--- src/rtl/counter_pkg.sv ---
// counter_pkg: encodings and step classification shared by the counter bank.
//   dir_e   : count direction carried on up_dn (UP = 1, DOWN = 0)
//   mode_e  : terminal behaviour carried on sat_mode (SAT = 1, WRAP = 0)
//   step_e  : kind of update a channel performs on a given clock edge
//   classify: picks the step kind from the channel's control inputs
package counter_pkg;

  typedef enum logic {
    DOWN = 1'b0,
    UP   = 1'b1
  } dir_e;

  typedef enum logic {
    WRAP = 1'b0,
    SAT  = 1'b1
  } mode_e;

  typedef enum logic [2:0] {
    STEP_HOLD    = 3'd0,
    STEP_LOAD    = 3'd1,
    STEP_INC     = 3'd2,
    STEP_DEC     = 3'd3,
    STEP_TERM_UP = 3'd4,
    STEP_TERM_DN = 3'd5
  } step_e;

  // Load beats enable; an enabled step becomes a terminal event when the
  // count cannot move further in the requested direction.
  function automatic step_e classify(
    input logic load,
    input logic enab,
    input dir_e dir,
    input logic cnt_lt_mod,
    input logic cnt_zero
  );
    step_e kind;
    kind = STEP_HOLD;
    if (load) begin
      kind = STEP_LOAD;
    end else if (enab) begin
      if (dir == UP) begin
        kind = cnt_lt_mod ? STEP_INC : STEP_TERM_UP;
      end else begin
        kind = cnt_zero ? STEP_TERM_DN : STEP_DEC;
      end
    end
    return kind;
  endfunction

endpackage

--- src/rtl/counter_chan.sv ---
// counter_chan: one up/down counter channel with wrap/saturate terminal
// handling, a one-cycle terminal-count pulse and a sticky overflow flag.
//   clk, rst_n      : clock, synchronous active-low reset
//   load, cnt_in    : load strobe and value (highest priority after reset)
//   enab, up_dn     : count enable and direction (1 = up)
//   sat_mode        : 1 = saturate at the terminal value, 0 = wrap
//   modulus         : terminal value for up counting, reload for down wrap
//   ovf_clr         : clears the sticky flag unless a terminal event sets it
//   cnt, tc, ovf    : registered count, terminal pulse, sticky flag
module counter_chan
  import counter_pkg::*;
#(
  parameter int WIDTH = 8
) (
  input  logic             clk,
  input  logic             rst_n,
  input  logic             load,
  input  logic             enab,
  input  logic             up_dn,
  input  logic             sat_mode,
  input  logic             ovf_clr,
  input  logic [WIDTH-1:0] cnt_in,
  input  logic [WIDTH-1:0] modulus,
  output logic [WIDTH-1:0] cnt,
  output logic             tc,
  output logic             ovf
);

  typedef struct packed {
    logic [WIDTH-1:0] cnt;
    logic             tc;
    logic             ovf;
  } chan_state_t;

  chan_state_t state_reg;
  chan_state_t state_next;

  // Entire next-state computation for one channel. Arithmetic stays in
  // WIDTH bits: an increment only happens below modulus and a decrement only
  // above zero, so neither can carry out.
  function automatic chan_state_t next_state(
    input chan_state_t      cur,
    input logic             ld,
    input logic             en,
    input dir_e             dir,
    input mode_e            mode,
    input logic             clr,
    input logic [WIDTH-1:0] ld_val,
    input logic [WIDTH-1:0] term_val
  );
    chan_state_t nxt;
    step_e       kind;
    logic        term;

    kind = classify(ld, en, dir, cur.cnt < term_val, cur.cnt == '0);
    nxt  = cur;
    term = 1'b0;

    case (kind)
      STEP_LOAD:    nxt.cnt = ld_val;
      STEP_INC:     nxt.cnt = cur.cnt + 1'b1;
      STEP_DEC:     nxt.cnt = cur.cnt - 1'b1;
      STEP_TERM_UP: begin
        term    = 1'b1;
        nxt.cnt = (mode == SAT) ? term_val : '0;
      end
      STEP_TERM_DN: begin
        term    = 1'b1;
        nxt.cnt = (mode == SAT) ? '0 : term_val;
      end
      default:      nxt.cnt = cur.cnt;
    endcase

    nxt.tc  = term;
    // A terminal event in the same cycle as a clear keeps the flag set.
    nxt.ovf = term | (cur.ovf & ~clr);
    return nxt;
  endfunction

  always_comb begin
    state_next = next_state(state_reg, load, enab, dir_e'(up_dn),
                            mode_e'(sat_mode), ovf_clr, cnt_in, modulus);
  end

  always_ff @(posedge clk) begin
    if (!rst_n) begin
      state_reg <= '0;
    end else begin
      state_reg <= state_next;
    end
  end

  assign cnt = state_reg.cnt;
  assign tc  = state_reg.tc;
  assign ovf = state_reg.ovf;

endmodule

--- src/rtl/counter_bank.sv ---
// counter_bank: CHANNELS independent counter channels sharing one clock.
//   clk, rst_n : clock, synchronous active-low reset
//   load, enab, up_dn, sat_mode, ovf_clr : one control bit per channel
//   cnt_in, modulus : per-channel WIDTH-bit fields, channel i at [i*WIDTH +: WIDTH]
//   cnt_out    : registered counts, same packing
//   tc, ovf    : registered terminal pulse and sticky flag, one bit per channel
module counter_bank
  import counter_pkg::*;
#(
  parameter int WIDTH    = 8,
  parameter int CHANNELS = 4
) (
  input  logic                      clk,
  input  logic                      rst_n,
  input  logic [CHANNELS-1:0]       load,
  input  logic [CHANNELS-1:0]       enab,
  input  logic [CHANNELS-1:0]       up_dn,
  input  logic [CHANNELS-1:0]       sat_mode,
  input  logic [CHANNELS*WIDTH-1:0] cnt_in,
  input  logic [CHANNELS*WIDTH-1:0] modulus,
  input  logic [CHANNELS-1:0]       ovf_clr,
  output logic [CHANNELS*WIDTH-1:0] cnt_out,
  output logic [CHANNELS-1:0]       tc,
  output logic [CHANNELS-1:0]       ovf
);

  genvar gi;
  generate
    for (gi = 0; gi < CHANNELS; gi++) begin : g_chan
      counter_chan #(
        .WIDTH(WIDTH)
      ) u_chan (
        .clk      (clk),
        .rst_n    (rst_n),
        .load     (load[gi]),
        .enab     (enab[gi]),
        .up_dn    (up_dn[gi]),
        .sat_mode (sat_mode[gi]),
        .ovf_clr  (ovf_clr[gi]),
        .cnt_in   (cnt_in[gi*WIDTH +: WIDTH]),
        .modulus  (modulus[gi*WIDTH +: WIDTH]),
        .cnt      (cnt_out[gi*WIDTH +: WIDTH]),
        .tc       (tc[gi]),
        .ovf      (ovf[gi])
      );
    end
  endgenerate

endmodule

--- config.mk ---
export PLATFORM = sky130hd
export DESIGN_NAME = counter_bank
export DESIGN_NICKNAME = d
export VERILOG_FILES = /design/src/rtl/counter_pkg.sv /design/src/rtl/counter_chan.sv /design/src/rtl/counter_bank.sv
export SDC_FILE = /design/constraint.sdc
export NUM_CORES = 1
export LEC_CHECK = 0
export CAP_MARGIN = 20
export CORE_UTILIZATION = 48
export CTS_BUF_LIST = sky130_fd_sc_hd__clkbuf_4 sky130_fd_sc_hd__clkbuf_8 sky130_fd_sc_hd__clkbuf_16
export CTS_CLUSTER_DIAMETER = 120
export DETAILED_ROUTE_END_ITERATION = 8
export GPL_TIMING_DRIVEN = 0
export MAX_ROUTING_LAYER = met4
export PLACE_DENSITY = 0.83
export SYNTH_ARGS = -nofsm -noshare
export SYNTH_HDL_FRONTEND = slang
export SYNTH_HIERARCHICAL = 1
export SYNTH_SLANG_ARGS = --single-unit
--- constraint.sdc ---
create_clock -name clk -period 3.9 [get_ports clk]
set_input_delay 0.39 -clock clk [delete_from_list [all_inputs] [get_ports clk]]
set_output_delay 0.39 -clock clk [all_outputs]
set_load 0.05 [all_outputs]
==> flow_metrics.tcl, run 1 <==
set metrics [dict create \
    status "complete, no violations" \
    die_h_um 94.7 \
    r2r_setup_slack_ns 0.38 \
    hold_class "reg2reg" \
    endpoint_kind "flop" \
    skew_ns 0.00503 \
    avgRoutedWirePerCell_um 15.6 \
    synth_top_cell_by_area "dfxtp_1" \
    synth_edf_count 0 \
    portBuffers 119 \
    worst-path-max-fanout 7 \
    io_pins 126 \
    cts_root_buf "clkbuf_8" \
    synthMostInstantiatedCell "ha_1" \
    drt_pass1_iterations 4 \
    coreArea_um2 8260 \
    tritoncts "done" \
    crit_arrival_ns 4.01 \
    start_util_pct 50.0 \
    yosys-top-cells-count "52 x ha_1, 42 x nor2_1, 40 x dfxtp_1" \
    synth_seq_area_share_pct 19.4 \
    syn_area_per_cell_um2 8.11 \
    synth_nets 651 \
    seqPwrFrac_pct 33.8 \
    via_per_inst 5.86 \
    syn_to_final_growth_pct 35.3 \
    synth_area_um2 4130 \
    hold_slack_ns 0.544 \
    setup_viol 0 \
    fp-row-count 33 \
    grtUsageTotal_pct 26.9 \
    rsz0062_at_grt "false" \
    period_share_pct 96.8 \
    clock-sinks 40 \
    synth_seq_cells 40 \
    fin_crit_ns 3.78 \
    reg2regPathDepth 14 \
    intPower_uw 878 \
    worst_slew_pin_slew_ns 0.742 \
    postRouteAntennaNets 0 \
    dp_worst_setup_slack_ns -0.550 \
    cts_buffer_depth 2 \
    max_slew_margin_pct 50.2 \
    crit_start "modulus[5]" \
    grt_pass1_wl_mm 18.9 \
    maxCapViolations 0 \
    routed_wl_mm 11.6 \
    switching_share_pct 39.0 \
    r2r-end "g_chan[0].u_chan/cnt[7]$_SDFFE_PN0P_" \
    fin_util_pct 67.6 \
    cp_data_required_time_ns 4.13 \
    crit_path_end "g_chan[0].u_chan/cnt[7]$_SDFFE_PN0P_" \
    overflow 0 \
    clk_latency_ns 0.29 \
    h-tree-depth 2 \
    clkPwrFrac_pct 20.6 \
    slew_violations 0 \
    ys_types 59 \
    diodes 0 \
    final_nets 780 \
    cts-buffers-inserted 5 \
    p_per_area_nw_per_um2 258 \
    switching_power_uw 562 \
    gp_congestion 0.913 \
    antenna_found_initial 0 \
    hold_viol 0 \
    ir_worst_vdd_mv 0.146 \
    hpwl_mm 8.97 \
    startpoint_type "primary input" \
    dieArea_um2 8970 \
    grt_max_degree 14 \
    timing.rr.start "g_chan[0].u_chan/cnt[5]$_SDFFE_PN0P_" \
    ys_warn_count 6 \
    async_reset_ff_share_pct 0 \
    fmax_mhz 265 \
    die-width_um 94.7 \
    syn-instance-count 509 \
    drt-initial-drc-count 124 \
    grt_pass1_vias 4273 \
    fill_cells 681 \
    cts.clk_slew.worst_paths_ns 0.09 \
    leakage_uw 0.00230 \
    comb_power_share_pct 45.6 \
    path_class "in2reg" \
    fin_cells 744 \
    synthTopCellsByArea "dfxtp_1 19%, ha_1 16%, a221oi_1 4.0%" \
    final_layout_size_suffix_gt1_share_pct 7.20 \
    total_power_uw 1440 \
    synth.top_cell.area_share_pct 19.4 \
    dp_cells 734 \
    setup_ws_ns 0.124 \
    drc 0 \
    synth_top_flop_cell "dfxtp_1" \
    ctsHoldBuffers 0 \
    vias 4361 \
]
[state kept, by name (all words and copies together) (netlist names)]
register and cells:
g_chan.u_chan/tc 4, g_chan.u_chan/ovf 4, g_chan.u_chan/cnt 32
[power by group through the flow]
stage	combinational, µW	sequential (µW)	clock, µW
after floorplan	324	583	0
after global placement	625	494	0
after detailed placement	642	496	0
after CTS	649	486	306
after global routing	714	492	325
final	656	487	297
[cell usage in the layout, fill, tap and decap left out, types with 17 or more instances in the layout]
master	Yosys	layout
dfxtp_1	40	40
ha_1	52	52
inv_1	39	39
nand3_1	31	31
nor2_1	42	41
o21ai_0	23	23
nand2_1	23	23
a221oi_1	19	19
xnor2_1	19	19
a21oi_1	27	27
clkdlybuf4s50_1	0	119
nor3b_1	17	17
[cells by family after synthesis]
logic type / share of synthesized area [%]
AO/OA/AOI/OAI: 27.7
XOR/XNOR: 5.73
adder cells (fa/ha/maj): 17.7
buffers and inverters: 6.09
flip-flops: 19.4
AND/OR/NAND/NOR: 23.3
[per-layer routing]
| layer | routed length [µm] | GRT usage, % |
|---|---|---|
| met4 | 199 | 8.71 |
| met2 | 5500 | 45.9 |
| met5 | 0 | - |
| met3 | 874 | 4.11 |
| met1 | 5010 | 32.3 |
[worst min-delay path by stage]
stage / end / from / cells after the start / slack, ns
finish: g_chan[3].u_chan/ovf$_SDFF_PN0_ / g_chan[3].u_chan/ovf$_SDFF_PN0_ / 2 / 0.54
floorplan: g_chan[0].u_chan/ovf$_SDFF_PN0_ / rst_n / 1 / 0.51
global route: g_chan[3].u_chan/ovf$_SDFF_PN0_ / g_chan[3].u_chan/ovf$_SDFF_PN0_ / 2 / 0.60
detailed placement: g_chan[3].u_chan/ovf$_SDFF_PN0_ / g_chan[3].u_chan/ovf$_SDFF_PN0_ / 2 / 0.52
global placement: g_chan[3].u_chan/ovf$_SDFF_PN0_ / g_chan[3].u_chan/ovf$_SDFF_PN0_ / 2 / 0.51
CTS: g_chan[3].u_chan/ovf$_SDFF_PN0_ / g_chan[3].u_chan/ovf$_SDFF_PN0_ / 2 / 0.54
[cell type report]
cell class	count	area [µm²]	area share, %
Tap cell	105	131	2.35
Timing Repair Buffer	122	1210	21.7
Clock inverter	2	10.0	0.179
Sequential cell	40	801	14.3
Buffer	18	105	1.88
Clock buffer	6	82.6	1.48
Inverter	39	146	2.62
Multi-Input combinational cell	412	3100	55.5
[critical path, stage by stage]
cell and delay (ns):
clkdlybuf4s50_1 0.50, inv_1 0.06, ha_1 0.31, a211oi_1 0.27, nor2_1 0.09, or3_2 0.53, o22ai_4 0.20, nand2_1 0.12
nor2_4 0.21, ha_1 0.27, a21oi_1 0.19, o211ai_1 0.14, o41ai_1 0.32, xnor2_1 0.17, nand3_1 0.10, a21oi_1 0.14
[through the flow]
step / cell area [µm²] / TNS, ns
finish: 5580 / 0
global route: 5580 / 0
CTS: 5560 / 0
detailed placement: 5450 / -2.01
global placement: 5450 / -2.26
floorplan: 4130 / 0
[repair_timing]
| item | 4_1_cts | 5_1_grt |
|---|---|---|
| setup buffers | 0 | 2 |
| setup endpoints to repair | 4 | 3 |
| pin swaps | 0 | 1 |
| resized for setup | 3 | 1 |
(Power assumes the default switching activity.)
==> run 2, diff against run 1 <==
--- a/config.mk
+++ b/config.mk
@@ -6,13 +6,13 @@
 export NUM_CORES = 1
 export LEC_CHECK = 0
 export CAP_MARGIN = 20
-export CORE_UTILIZATION = 48
+export CORE_UTILIZATION = 52
 export CTS_BUF_LIST = sky130_fd_sc_hd__clkbuf_4 sky130_fd_sc_hd__clkbuf_8 sky130_fd_sc_hd__clkbuf_16
 export CTS_CLUSTER_DIAMETER = 120
 export DETAILED_ROUTE_END_ITERATION = 8
 export GPL_TIMING_DRIVEN = 0
 export MAX_ROUTING_LAYER = met4
-export PLACE_DENSITY = 0.83
+export PLACE_DENSITY = 0.89
 export SYNTH_ARGS = -nofsm -noshare
 export SYNTH_HDL_FRONTEND = slang
 export SYNTH_HIERARCHICAL = 1
==> constraint.sdc (replaced) <==
create_clock -name clk -period 4.35 [get_ports clk]
set_input_delay 0.435 -clock clk [delete_from_list [all_inputs] [get_ports clk]]
set_output_delay 0.435 -clock clk [all_outputs]
set_load 0.05 [all_outputs]
==> flow_metrics.tcl, run 2 (synthesis results as in run 1) <==
set metrics [dict create \
    endpoint_kind "flop" \
    die_h_um 91.1 \
    drc 0 \
    slowest_stage "or3_2" \
    drt-initial-drc-count 165 \
    worst-path-max-fanout 9 \
    fin_cells 739 \
    hold_class "reg2reg" \
    io_pins 126 \
    path_cells "clkdlybuf4s50_1 -> inv_1 -> ha_1 -> a211oi_1 -> nor2_1 -> or3_2 -> o22ai_2 -> nand2_1 -> nor2_2 -> ha_1 -> a21oi_1 -> o211ai_1 -> o41ai_1 -> xnor2_1 -> nand3_1 -> a21oi_1" \
    cts-buffers-inserted 5 \
    timing.rr.start "g_chan[0].u_chan/cnt[5]$_SDFFE_PN0P_" \
    rsz0062_at_grt "false" \
    drt_pass1_iterations 5 \
    p_per_area_nw_per_um2 233 \
    switching_share_pct 39.3 \
    reg2regPathDepth 14 \
    die-width_um 91.1 \
    final_common_cell "clkdlybuf4s50_1" \
    skew_ns 0.00239 \
    maxCapViolations 0 \
    seqPwrFrac_pct 33.8 \
    coreArea_um2 7690 \
    avgRoutedWirePerCell_um 16.1 \
    ir_worst_vdd_mv 0.126 \
    start_util_pct 53.7 \
    portBuffers 119 \
    cts_root_buf "clkbuf_8" \
    final_layout_size_suffix_gt1_share_pct 6.75 \
    largest_reg_flops 32 \
    crit_arrival_ns 4.32 \
    via_per_inst 5.98 \
    worst_path_largest_cell_delay_ns 0.50 \
    crit_path_end "g_chan[0].u_chan/cnt[7]$_SDFFE_PN0P_" \
    postRouteAntennaNets 0 \
    hold_slack_ns 0.546 \
    period_share_pct 94.3 \
    max_slew_margin_pct 58.7 \
    leakage_uw 0.00228 \
    ctsHoldBuffers 0 \
    h-tree-depth 2 \
    cts_buffer_depth 2 \
    fill_cells 623 \
    intPower_uw 784 \
    grtUsageTotal_pct 29.2 \
    status "complete, no violations" \
    tritoncts "done" \
    clock-sinks 40 \
    slew_violations 0 \
    cts.clk_slew.worst_paths_ns 0.08 \
    r2r-end "g_chan[0].u_chan/cnt[7]$_SDFFE_PN0P_" \
    startpoint_type "primary input" \
    r2r_setup_slack_ns 0.52 \
    routed_wl_mm 11.9 \
    path_class "in2reg" \
    grt_max_degree 14 \
    crit_start "modulus[5]" \
    grt_pass1_vias 4295 \
    gp_congestion 0.903 \
    overflow 0 \
    clk_latency_ns 0.29 \
    comb_power_share_pct 45.4 \
    fin_crit_ns 4.10 \
    cp_data_required_time_ns 4.57 \
    fp-row-count 32 \
    worst_slew_pin_slew_ns 0.614 \
    diodes 0 \
    dp_cells 731 \
    antenna_found_initial 0 \
    hold_viol 0 \
    syn_to_final_growth_pct 34.4 \
    most-common-layout-cells "119 x clkdlybuf4s50_1, 52 x ha_1, 41 x nor2_1" \
    switching_power_uw 508 \
    hpwl_mm 9.22 \
    dieArea_um2 8300 \
    fmax_mhz 244 \
    grt_pass1_wl_mm 19.5 \
    clkPwrFrac_pct 20.7 \
    setup_viol 0 \
    final_nets 778 \
    vias 4422 \
]
run 2: layout make-up:
class | instances | area, µm² | area share, %
Clock inverter | 2 | 10.0 | 0.181
Buffer | 18 | 105 | 1.90
Multi-Input combinational cell | 412 | 3080 | 55.5
Sequential cell | 40 | 801 | 14.4
Clock buffer | 6 | 82.6 | 1.49
Timing Repair Buffer | 120 | 1200 | 21.6
Inverter | 39 | 146 | 2.64
Tap cell | 102 | 128 | 2.30
run 2: stage by stage:
stage | setup TNS [ns] | power, µW | util [%] | setup WS, ns | instance area, µm²
global placement | 0 | 1000 | 70.8 | 0.00152 | 5450
finish | 0 | 1290 | 72.1 | 0.249 | 5550
floorplan | 0 | 813 | - | 0.598 | 4130
global route | 0 | 1360 | 72.1 | 0.00842 | 5550
detailed placement | -0.122 | 1020 | 70.9 | -0.122 | 5450
CTS | 0 | 1290 | 72.1 | 0.164 | 5540
run 2: what timing repair did:
item,in CTS,in global routing
setup buffers,0,0
gates resized for setup,0,1
setup endpoints to repair,0,2
run 2: worst max-delay path, delay by kind of cell:
| kind | cells | cell delay (ns) |
|---|---|---|
| and+or+nand+nor | 5 | 1.08 |
| adders and majority gates | 2 | 0.60 |
| xor gates and xnor gates | 1 | 0.16 |
| AOI/OAI and AO/OA | 6 | 1.50 |
| buffers and inverters | 2 | 0.53 |
run 2: worst min-delay path by stage:
stage,cells after the start,startpoint,slack [ns],to
after floorplan,1,rst_n,0.55,g_chan[0].u_chan/ovf$_SDFF_PN0_
after detailed placement,2,g_chan[3].u_chan/ovf$_SDFF_PN0_,0.52,g_chan[3].u_chan/ovf$_SDFF_PN0_
after CTS,2,g_chan[3].u_chan/ovf$_SDFF_PN0_,0.54,g_chan[3].u_chan/ovf$_SDFF_PN0_
after global placement,2,g_chan[3].u_chan/ovf$_SDFF_PN0_,0.51,g_chan[3].u_chan/ovf$_SDFF_PN0_
after global routing,2,g_chan[3].u_chan/ovf$_SDFF_PN0_,0.58,g_chan[3].u_chan/ovf$_SDFF_PN0_
final,2,g_chan[3].u_chan/ovf$_SDFF_PN0_,0.55,g_chan[3].u_chan/ovf$_SDFF_PN0_
run 2: power groups by stage:
stage	sequential [µW]	combinational [µW]	clock (µW)
final	437	587	268
after global routing	441	634	285
after CTS	436	583	272
after detailed placement	444	579	0
after global placement	442	559	0
after floorplan	523	290	0
run 2: layer usage:
metal  GRT usage [%]  wire length (µm)  up-vias
li1                -                 -     2143
met1            36.2              5240     2079
met2            49.4              5730      178
met3            4.19               708       22
met4            8.47               201        0
met5               -                 0        -
==> run 3, diff against run 2 <==
--- a/config.mk
+++ b/config.mk
@@ -6,6 +6,7 @@
 export NUM_CORES = 1
 export LEC_CHECK = 0
 export CAP_MARGIN = 20
+export CORE_MARGIN = 5
 export CORE_UTILIZATION = 52
 export CTS_BUF_LIST = sky130_fd_sc_hd__clkbuf_4 sky130_fd_sc_hd__clkbuf_8 sky130_fd_sc_hd__clkbuf_16
 export CTS_CLUSTER_DIAMETER = 120
==> flow_metrics.tcl, run 3 (synthesis results as in run 1) <==
set metrics [dict create \
    status "complete, no violations" \
    worst_slew_pin_slew_ns 0.721 \
    path_class "in2reg" \
    overflow 0 \
    slowest_stage "or3_2" \
    worst-path-max-fanout 9 \
    tritoncts "done" \
    via_per_inst 5.93 \
    dieArea_um2 9820 \
    period_share_pct 93.2 \
    reg2regPathDepth 14 \
    clk_latency_ns 0.29 \
    grtUsageTotal_pct 25.6 \
    path_buf_inv 2 \
    hp-start "g_chan[3].u_chan/ovf$_SDFF_PN0_" \
    timing.rr.start "g_chan[0].u_chan/cnt[5]$_SDFFE_PN0P_" \
    cts.clk_slew.worst_paths_ns 0.09 \
    drc 0 \
    ir_worst_vdd_mv 0.149 \
    clock-sinks 40 \
    regArea_um2 801 \
    fill_cells 617 \
    largest_reg_flops 32 \
    hold_end "g_chan[3].u_chan/ovf$_SDFF_PN0_" \
    most-common-layout-cells "119 x clkdlybuf4s50_1, 52 x ha_1, 41 x nor2_1" \
    h-tree-depth 2 \
    startpoint_type "primary input" \
    postCtsSetupBuffers 0 \
    max_slew_margin_pct 51.2 \
    postRouteAntennaNets 0 \
    multi_input_area_um2 3080 \
    portBuffers 119 \
    cts_buffer_depth 2 \
    io_pins 126 \
    start_util_pct 53.4 \
    endpoint_kind "flop" \
    hpwl_mm 9.82 \
    vias 4377 \
    fin_util_pct 71.7 \
    fp-row-count 32 \
    fmax_mhz 247 \
    hold_class "reg2reg" \
    leakage_uw 0.00227 \
    dp_worst_setup_slack_ns -0.156 \
    avgRoutedWirePerCell_um 17.0 \
    hold_viol 0 \
    fin_crit_ns 4.06 \
    cts-buffers-inserted 5 \
    ctsHoldBuffers 0 \
    path_delay_family "compound AO/OA/AOI/OAI gates" \
    skew_ns 0.00610 \
    die_h_um 99.1 \
    coreArea_um2 7730 \
    grt_pass1_vias 4414 \
    final_layout_size_suffix_gt1_share_pct 6.60 \
    min_path_cells 2 \
    cp_data_required_time_ns 4.57 \
    setup_viol 0 \
    final_nets 778 \
    diodes 0 \
    setup_ws_ns 0.295 \
    r2r-end "g_chan[0].u_chan/cnt[7]$_SDFFE_PN0P_" \
    gp_congestion 0.900 \
    drt-initial-drc-count 174 \
    drt_pass1_iterations 4 \
    die-width_um 99.1 \
    rsz0062_at_grt "false" \
    maxCapViolations 0 \
    cts_root_buf "clkbuf_8" \
    grt_max_degree 14 \
    path_cells "clkdlybuf4s50_1 -> inv_1 -> ha_1 -> a211oi_1 -> nor2_1 -> or3_2 -> o22ai_4 -> nand2_1 -> nor2_2 -> ha_1 -> a21oi_1 -> o211ai_1 -> o41ai_1 -> xnor2_1 -> nand3_1 -> a21oi_1" \
    grt_pass1_wl_mm 20.6 \
    p_per_area_nw_per_um2 231 \
    final_common_cell "clkdlybuf4s50_1" \
    syn_to_final_growth_pct 34.3 \
    worst_path_largest_cell_delay_ns 0.52 \
    r2r_setup_slack_ns 0.58 \
    crit_arrival_ns 4.27 \
    slew_violations 0 \
    antenna_found_initial 0 \
    routed_wl_mm 12.6 \
]
run 3: where the power goes:
part           internal [µW]  switching (µW)
registers                393            44.2
clock network            116             138
logic                    264             325
run 3: area by class of cell:
class                   instances  share of cell area, %
multi-input cells             412                   55.7
repair buffers                120                   21.6
flip-flops and latches         40                   14.5
inverters                      39                   2.64
well taps                     102                   2.30
plain buffers                  18                   1.90
clock buffers                   6                   1.38
clock inverters                 1                 0.0903
run 3: worst max path at each step:
stage                                      endpoint  cells after the start                            startpoint
3_3_place_gp   g_chan[0].u_chan/cnt[7]$_SDFFE_PN0P_                     16                            modulus[5]
4_1_cts        g_chan[0].u_chan/cnt[7]$_SDFFE_PN0P_                     16                            modulus[5]
5_1_grt        g_chan[0].u_chan/cnt[7]$_SDFFE_PN0P_                     16                            modulus[5]
2_1_floorplan  g_chan[0].u_chan/cnt[7]$_SDFFE_PN0P_                     14  g_chan[0].u_chan/cnt[5]$_SDFFE_PN0P_
3_5_place_dp   g_chan[0].u_chan/cnt[7]$_SDFFE_PN0P_                     16                            modulus[5]
6_report       g_chan[0].u_chan/cnt[7]$_SDFFE_PN0P_                     16                            modulus[5]
run 3: tightest hold or removal path, delay by kind of cell (launching register included):
family             cells  cell delay (ns)
AOI/OAI and AO/OA      1             0.07
DFF                    1             0.35
and+or+nand+nor        1             0.12
run 3: per-stage QoR:
step	std cells	hold slack (ns)	area (µm²)	setup TNS [ns]	total power, µW
global route	738	0.611	5540	0	1350
finish	738	0.570	5540	0	1280
global placement	730	0.504	5450	0	1000
floorplan	509	0.553	4130	0	813
detailed placement	731	0.554	5450	-0.156	1030
CTS	738	0.570	5530	0	1280
run 3: repair_timing:
item | 4_1_cts | 5_1_grt
setup endpoints to repair | 0 | 1
hold endpoints to repair | 0 | 0
gates resized for setup | 0 | 2
run 3: routing by layer:
layer / track usage [%] / wire length, µm / up-vias
met5: - / 0 / -
met4: 6.72 / 150 / 0
met1: 31.1 / 5160 / 2038
li1: - / - / 2141
met3: 3.33 / 836 / 15
met2: 44.6 / 6410 / 183
==> edit 1, RTL diff (settings of run 1) <==
Register the output `tc`, without a reset; this adds one clock of latency there. The other outputs are not delayed to match. Comments in the files are not updated.
--- a/src/rtl/counter_bank.sv
+++ b/src/rtl/counter_bank.sv
@@ -25,4 +25,6 @@
 );
 
+  logic [CHANNELS-1:0] tc_d;
+
   genvar gi;
   generate
@@ -41,5 +43,5 @@
         .modulus  (modulus[gi*WIDTH +: WIDTH]),
         .cnt      (cnt_out[gi*WIDTH +: WIDTH]),
-        .tc       (tc[gi]),
+        .tc       (tc_d[gi]),
         .ovf      (ovf[gi])
       );
@@ -47,4 +49,8 @@
   endgenerate
 
+  always_ff @(posedge clk) begin
+      tc <= tc_d;
+  end
+
 endmodule
 
Formal check against the unedited RTL: not equivalent (a bounded check fails within 4 cycles, from zero or initial values and one cycle with rst_n low).
==> edit 1 against run 1 <==
Total power up 9.7%. Combinational power about the same. Die area up 1.9%. Worst hold slack worse by 220 ps. Critical path depth unchanged. Wire length about the same. Sequential cell count up 4. Worst setup slack better by 170 ps. Synthesized area up 1.9%. Final area up 2.0%. Clock power up 33%. Count of clock-buffer cells in the layout up 1. Utilization up 0.68 points. Critical endpoint unchanged. Largest power group unchanged.
==> edit 1: results (changes against run 1) <==
The flow ran to the end, and the final reports show no timing, DRC or antenna violations. The instance count along the most critical hold path is 0 (-2). The accumulated negative setup slack came out at 0 ps (unchanged). The area of the multi-input gates is 3100 sq um (+0.20%). The final-stage net count is 783 (+0.38%).

The number of nets in the synthesized netlist came to 655 (+0.61%). The post-detailed-placement cell area is 5530 sq um (+1.5%). The fill cell total of the finished layout came out at 678 (-0.44%). The sum of overflow across all layers after global routing came to 0 (unchanged).

The final setup skew is 8.22 ps (+3.20 ps). The data arrival time of the critical path is 3830 ps (-180 ps). Counting instances in the post-synthesis netlist gives the leading cell types as 52 x sky130_fd_sc_hd__ha_1, 44 x sky130_fd_sc_hd__dfxtp_1, 42 x sky130_fd_sc_hd__nor2_1, 39 x sky130_fd_sc_hd__inv_1, 31 x sky130_fd_sc_hd__nand3_1. The count of placed standard cells including taps is 738 (+0.54%). The insertion delay to the later sink of the worst-skew pair came out at 300 ps. The maximum fanout encountered on the critical timing path came out at 7 (unchanged). The antenna diode instance count is 0 (unchanged). In this run the most critical hold path is launched from g_chan[0].u_chan/tc. The clock tree buffer depth was 2 (unchanged). The peak supply drop is 0.210 mV (+44%). The number of I/O port buffers came to 119 (unchanged). The sink of the worst hold path is tc[0]. The most used flip-flop cell after synthesis is sky130_fd_sc_hd__dfxtp_1. The worst-case hold slack came out at 324 ps (-219 ps). The worst reg2reg path depth came out at 14 (unchanged).

The worst reg-to-reg setup slack is 490 ps (+110 ps). The H-tree depth is 2 (unchanged). The share of layout cells above drive strength 1 is 0.0717 (-0.000336).

The largest net degree at the start of global routing is 14 (unchanged). The post-detailed-routing wire length is 11600 um (about the same). The detailed placer's ending HPWL is 9040 um (+0.78%). The pre-CTS setup slack came to -507 ps (+43.1 ps). The number of DRC markers after the initial detailed-route iteration came to 121 (-2.4%). The final weighted congestion of routability-driven global placement is 0.937 (+2.6%). The all-layer global routing usage came to 0.259 (-0.0100). The worst register-to-register path ends at g_chan[0].u_chan/cnt[7]. The routed length per instance is 15.5 um (-0.38%). The CTS root buffer is sky130_fd_sc_hd__clkbuf_8. The number of warning messages in the yosys log came out at 6 (unchanged). The measured slew at the worst slew-check pin is 594 ps (-147 ps).

The share of the yosys chip area belonging to registers is 0.209 (+0.0153). The wire length of the first global-routing pass is 18400 um (-2.5%). The via count of the first global-routing pass came out at 4073 (-4.7%). The leakage power of the design came out at 0.00234 uW (+1.9%). The mean cell area of the mapped netlist is 8.20 sq um (+1.1%). The cell row count came out at 33 (unchanged). The count of vias placed by the detailed router came to 4394 (+0.76%). The clock-pin slew on the worst setup and hold paths is 90 ps (about the same). Sorting the synthesized cells by area gives the leading types as sky130_fd_sc_hd__dfxtp_1 21%, sky130_fd_sc_hd__ha_1 15%, sky130_fd_sc_hd__a221oi_1 4.0%.
[edit 1: cell count changes after synthesis]
cell	run 1	this run
sky130_fd_sc_hd__dfxtp_1	40	44
[edit 1: area by class of cell]
| class | count | area share |
|---|---|---|
| clock inverters | 1 | 0.00527 |
| flip-flops and latches | 44 | 0.155 |
| inverters | 39 | 0.0257 |
| well taps | 105 | 0.0231 |
| repair buffers | 121 | 0.211 |
| multi-input cells | 412 | 0.545 |
| plain buffers | 18 | 0.0184 |
| clock buffers | 7 | 0.0169 |
[edit 1: logic make-up after synthesis]
family / count (synthesis) / synth area share
flops: 44 / 0.209
compound gates: 151 / 0.272
simple gates: 178 / 0.229
buf+inv: 57 / 0.0598
fa+ha+maj: 56 / 0.174
xor+xnor: 27 / 0.0562
[edit 1: where the power goes]
| part | switching, uW | internal [uW] | leakage (uW) |
|---|---|---|---|
| combinational | 358 | 297 | 0.00191 |
| clock | 170 | 226 | 0.0000645 |
| sequential | 48.3 | 480 | 0.000362 |
| total | 576 | 1000 | 0.00234 |
[edit 1: timing repair]
action	in CTS	in global routing
endpoints found under the hold margin	0	0
hold buffers	0	0
buffers inserted	0	1
resized for setup	2	3
pin swaps	0	1
endpoints found under the setup margin	3	4
[edit 1: worst max-delay path, stage by stage]
cell                              delay (ps)
sky130_fd_sc_hd__clkdlybuf4s50_1         480
sky130_fd_sc_hd__inv_1                    50
sky130_fd_sc_hd__ha_1                    300
sky130_fd_sc_hd__a211oi_1                240
sky130_fd_sc_hd__nor2_1                   70
sky130_fd_sc_hd__or3_2                   510
sky130_fd_sc_hd__o22ai_4                 180
sky130_fd_sc_hd__nand2_1                 120
sky130_fd_sc_hd__nor2_4                  200
sky130_fd_sc_hd__ha_1                    270
sky130_fd_sc_hd__a21oi_1                 200
sky130_fd_sc_hd__o211ai_1                170
sky130_fd_sc_hd__o41ai_2                 280
sky130_fd_sc_hd__xnor2_1                 150
sky130_fd_sc_hd__nand3_1                  90
sky130_fd_sc_hd__a21oi_1                 140
[edit 1: metal layers]
metal | part of all wire | vias to the layer above | global-route usage
met1 | 0.44 | 2047 | 0.331
met2 | 0.47 | 177 | 0.430
met3 | 0.076 | 18 | 0.0351
met4 | 0.014 | 0 | 0.0634
li1 | - | 2152 | -
met5 | 0 | - | -
[edit 1: worst max path at each step]
stage	from	to	slack [ps]	depth (start not counted)
after global routing	modulus[5]	g_chan[0].u_chan/cnt[7]	80	16
after detailed placement	modulus[5]	g_chan[0].u_chan/cnt[7]	-510	16
final	modulus[5]	g_chan[0].u_chan/cnt[7]	300	16
after global placement	modulus[29]	g_chan[3].u_chan/cnt[7]	-470	13
after CTS	modulus[5]	g_chan[0].u_chan/cnt[7]	30	16
after floorplan	g_chan[0].u_chan/cnt[5]	g_chan[0].u_chan/cnt[7]	150	14
==> edit 2, RTL diff (config.mk and constraints of run 1) <==
Without the edit above. `WIDTH` is set to 8 in 2 places; all go to 9.
--- a/src/rtl/counter_chan.sv
+++ b/src/rtl/counter_chan.sv
@@ -11,5 +11,5 @@
   import counter_pkg::*;
 #(
-  parameter int WIDTH = 8
+  parameter int WIDTH = 9
 ) (
   input  logic             clk,
--- a/src/rtl/counter_bank.sv
+++ b/src/rtl/counter_bank.sv
@@ -8,5 +8,5 @@
   import counter_pkg::*;
 #(
-  parameter int WIDTH    = 8,
+  parameter int WIDTH    = 9,
   parameter int CHANNELS = 4
 ) (
Ports: changed (resized cnt_in, cnt_out and modulus); port bits go from 126 to 138. The function was not compared with the original's and may differ.
==> edit 2 against run 1 <==
Synthesized area increased by 18%. Worst setup slack got worse by 2.3 ps. Combinational power increased by 25%. Sequential cell count increased by 4. Fmax about the same. Total power increased by 20%. Final area increased by 19%. Wire length increased by 24%. Critical path type unchanged.
==> edit 2: results (changes against run 1) <==
The maximum fanout encountered on the critical timing path was 8 (+1). The via count normalized by instance count is 5.90 (+0.73%). On the critical path, the stage with the largest delay is an instance of sky130_fd_sc_hd__clkdlybuf4s50_1. The detailed placer's ending HPWL came out at 11300 um (+27%). The all-layer global routing usage came to 0.281 (+0.0120). The clock-pin slew on the worst setup and hold paths is 90 ps (about the same). The peak supply drop is 0.213 mV (+46%). The data arrival time of the critical path is 3960 ps (-50 ps).

The share of layout cells above drive strength 1 is 0.113 (+0.0406). The leakage power of the design came out at 0.00278 uW (+21%). The wire length of the first global-routing pass is 23100 um (+22%). The worst hold path belongs to the class in -> reg.

The via count of the first global-routing pass came out at 5006 (+17%). The final-stage net count came to 894 (+15%). The number of DRC markers after the initial detailed-route iteration was 152 (+23%). The count of placed standard cells including taps is 850 (+16%).

The number of I/O port buffers is 132 (+11%). Ranked by instance count, the synthesized netlist is headed by 60 x sky130_fd_sc_hd__ha_1, 50 x sky130_fd_sc_hd__a21oi_1, 44 x sky130_fd_sc_hd__dfxtp_1, 42 x sky130_fd_sc_hd__nand2_1, 41 x sky130_fd_sc_hd__inv_1. The headroom to the max-slew limit is 0.377 (-0.125).

The number of flip-flops in the largest register is 36 (+13%). The growth of design area from synthesis to finish came out at 36.4%. The final weighted congestion of routability-driven global placement is 0.939 (+2.8%).

The pre-CTS setup slack was -712 ps (-162 ps). The critical path's largest stage delay is 510 ps (-20 ps). The largest net degree at the start of global routing is 23 (+9). The post-detailed-placement cell area was 6340 sq um (+16%). The mean cell area of the mapped netlist was 8.29 sq um (+2.3%). The share of the yosys chip area belonging to registers came out at 0.182 (-0.0125). The number of nets in the synthesized netlist came out at 743 (+14%).

The flow ran to the end, and the final reports show no timing, DRC or antenna violations. The final instance count without filler cells came out at 870 (+17%). The fill cell total of the finished layout is 788 (+16%).
==> edit 2: changes by cell type after synthesis, sizes merged, moves of 10 or more <==
cell,run 1,this run
nand3,31,15
a21boi,20,0
o31ai,11,0
a221oi,19,0
a21oi,29,51
mux2,0,10
nand2,25,42
==> edit 2: timing repair <==
action | 4_1_cts | 5_1_grt
pin swaps | 0 | 7
setup endpoints to repair | 11 | 15
setup buffers | 0 | 12
endpoints found under the hold margin | 0 | 0
gates resized for setup | 5 | 12
==> edit 2: worst paths after layout <==
| path | from | endpoint | slack (ps) | depth (start not counted) |
|---|---|---|---|---|
| hold / removal | enab[3] | g_chan[3].u_chan/cnt[6] | 430 | 3 |
| setup reg to reg | g_chan[2].u_chan/cnt[5] | g_chan[2].u_chan/cnt[5] | 290 | 15 |
| hold reg to reg | g_chan[0].u_chan/ovf | g_chan[0].u_chan/ovf | 470 | 2 |
| setup / recovery | modulus[23] | g_chan[2].u_chan/cnt[5] | 120 | 17 |
==> edit 2: cells by family after synthesis <==
logic type,share of synthesized area
flops,0.182
simple gates,0.204
mux,0.0397
xor+xnor,0.0578
compound gates,0.287
buf+inv,0.0585
fa+ha+maj,0.171
==> edit 2: per-layer routing <==
layer  up-vias  track usage  wire (um)
met5         -            -          0
met4         0       0.0945        336
met3        34       0.0298        778
met2       191        0.473       6970
met1      2432        0.349       6270
li1       2480            -          -
==> edit 2: power breakdown <==
group / switching [uW] / internal, uW / total, uW
Combinational: 442 / 380 / 822
Sequential: 61.1 / 484 / 545
Clock: 166 / 198 / 364
==> edit 2: area by class of cell <==
cell class              count  area share
inverters                  41      0.0233
clock inverters             2     0.00529
flip-flops and latches     44       0.133
well taps                 133      0.0251
plain buffers              20      0.0197
clock buffers               6      0.0115
multi-input cells         480       0.569
repair buffers            144       0.213
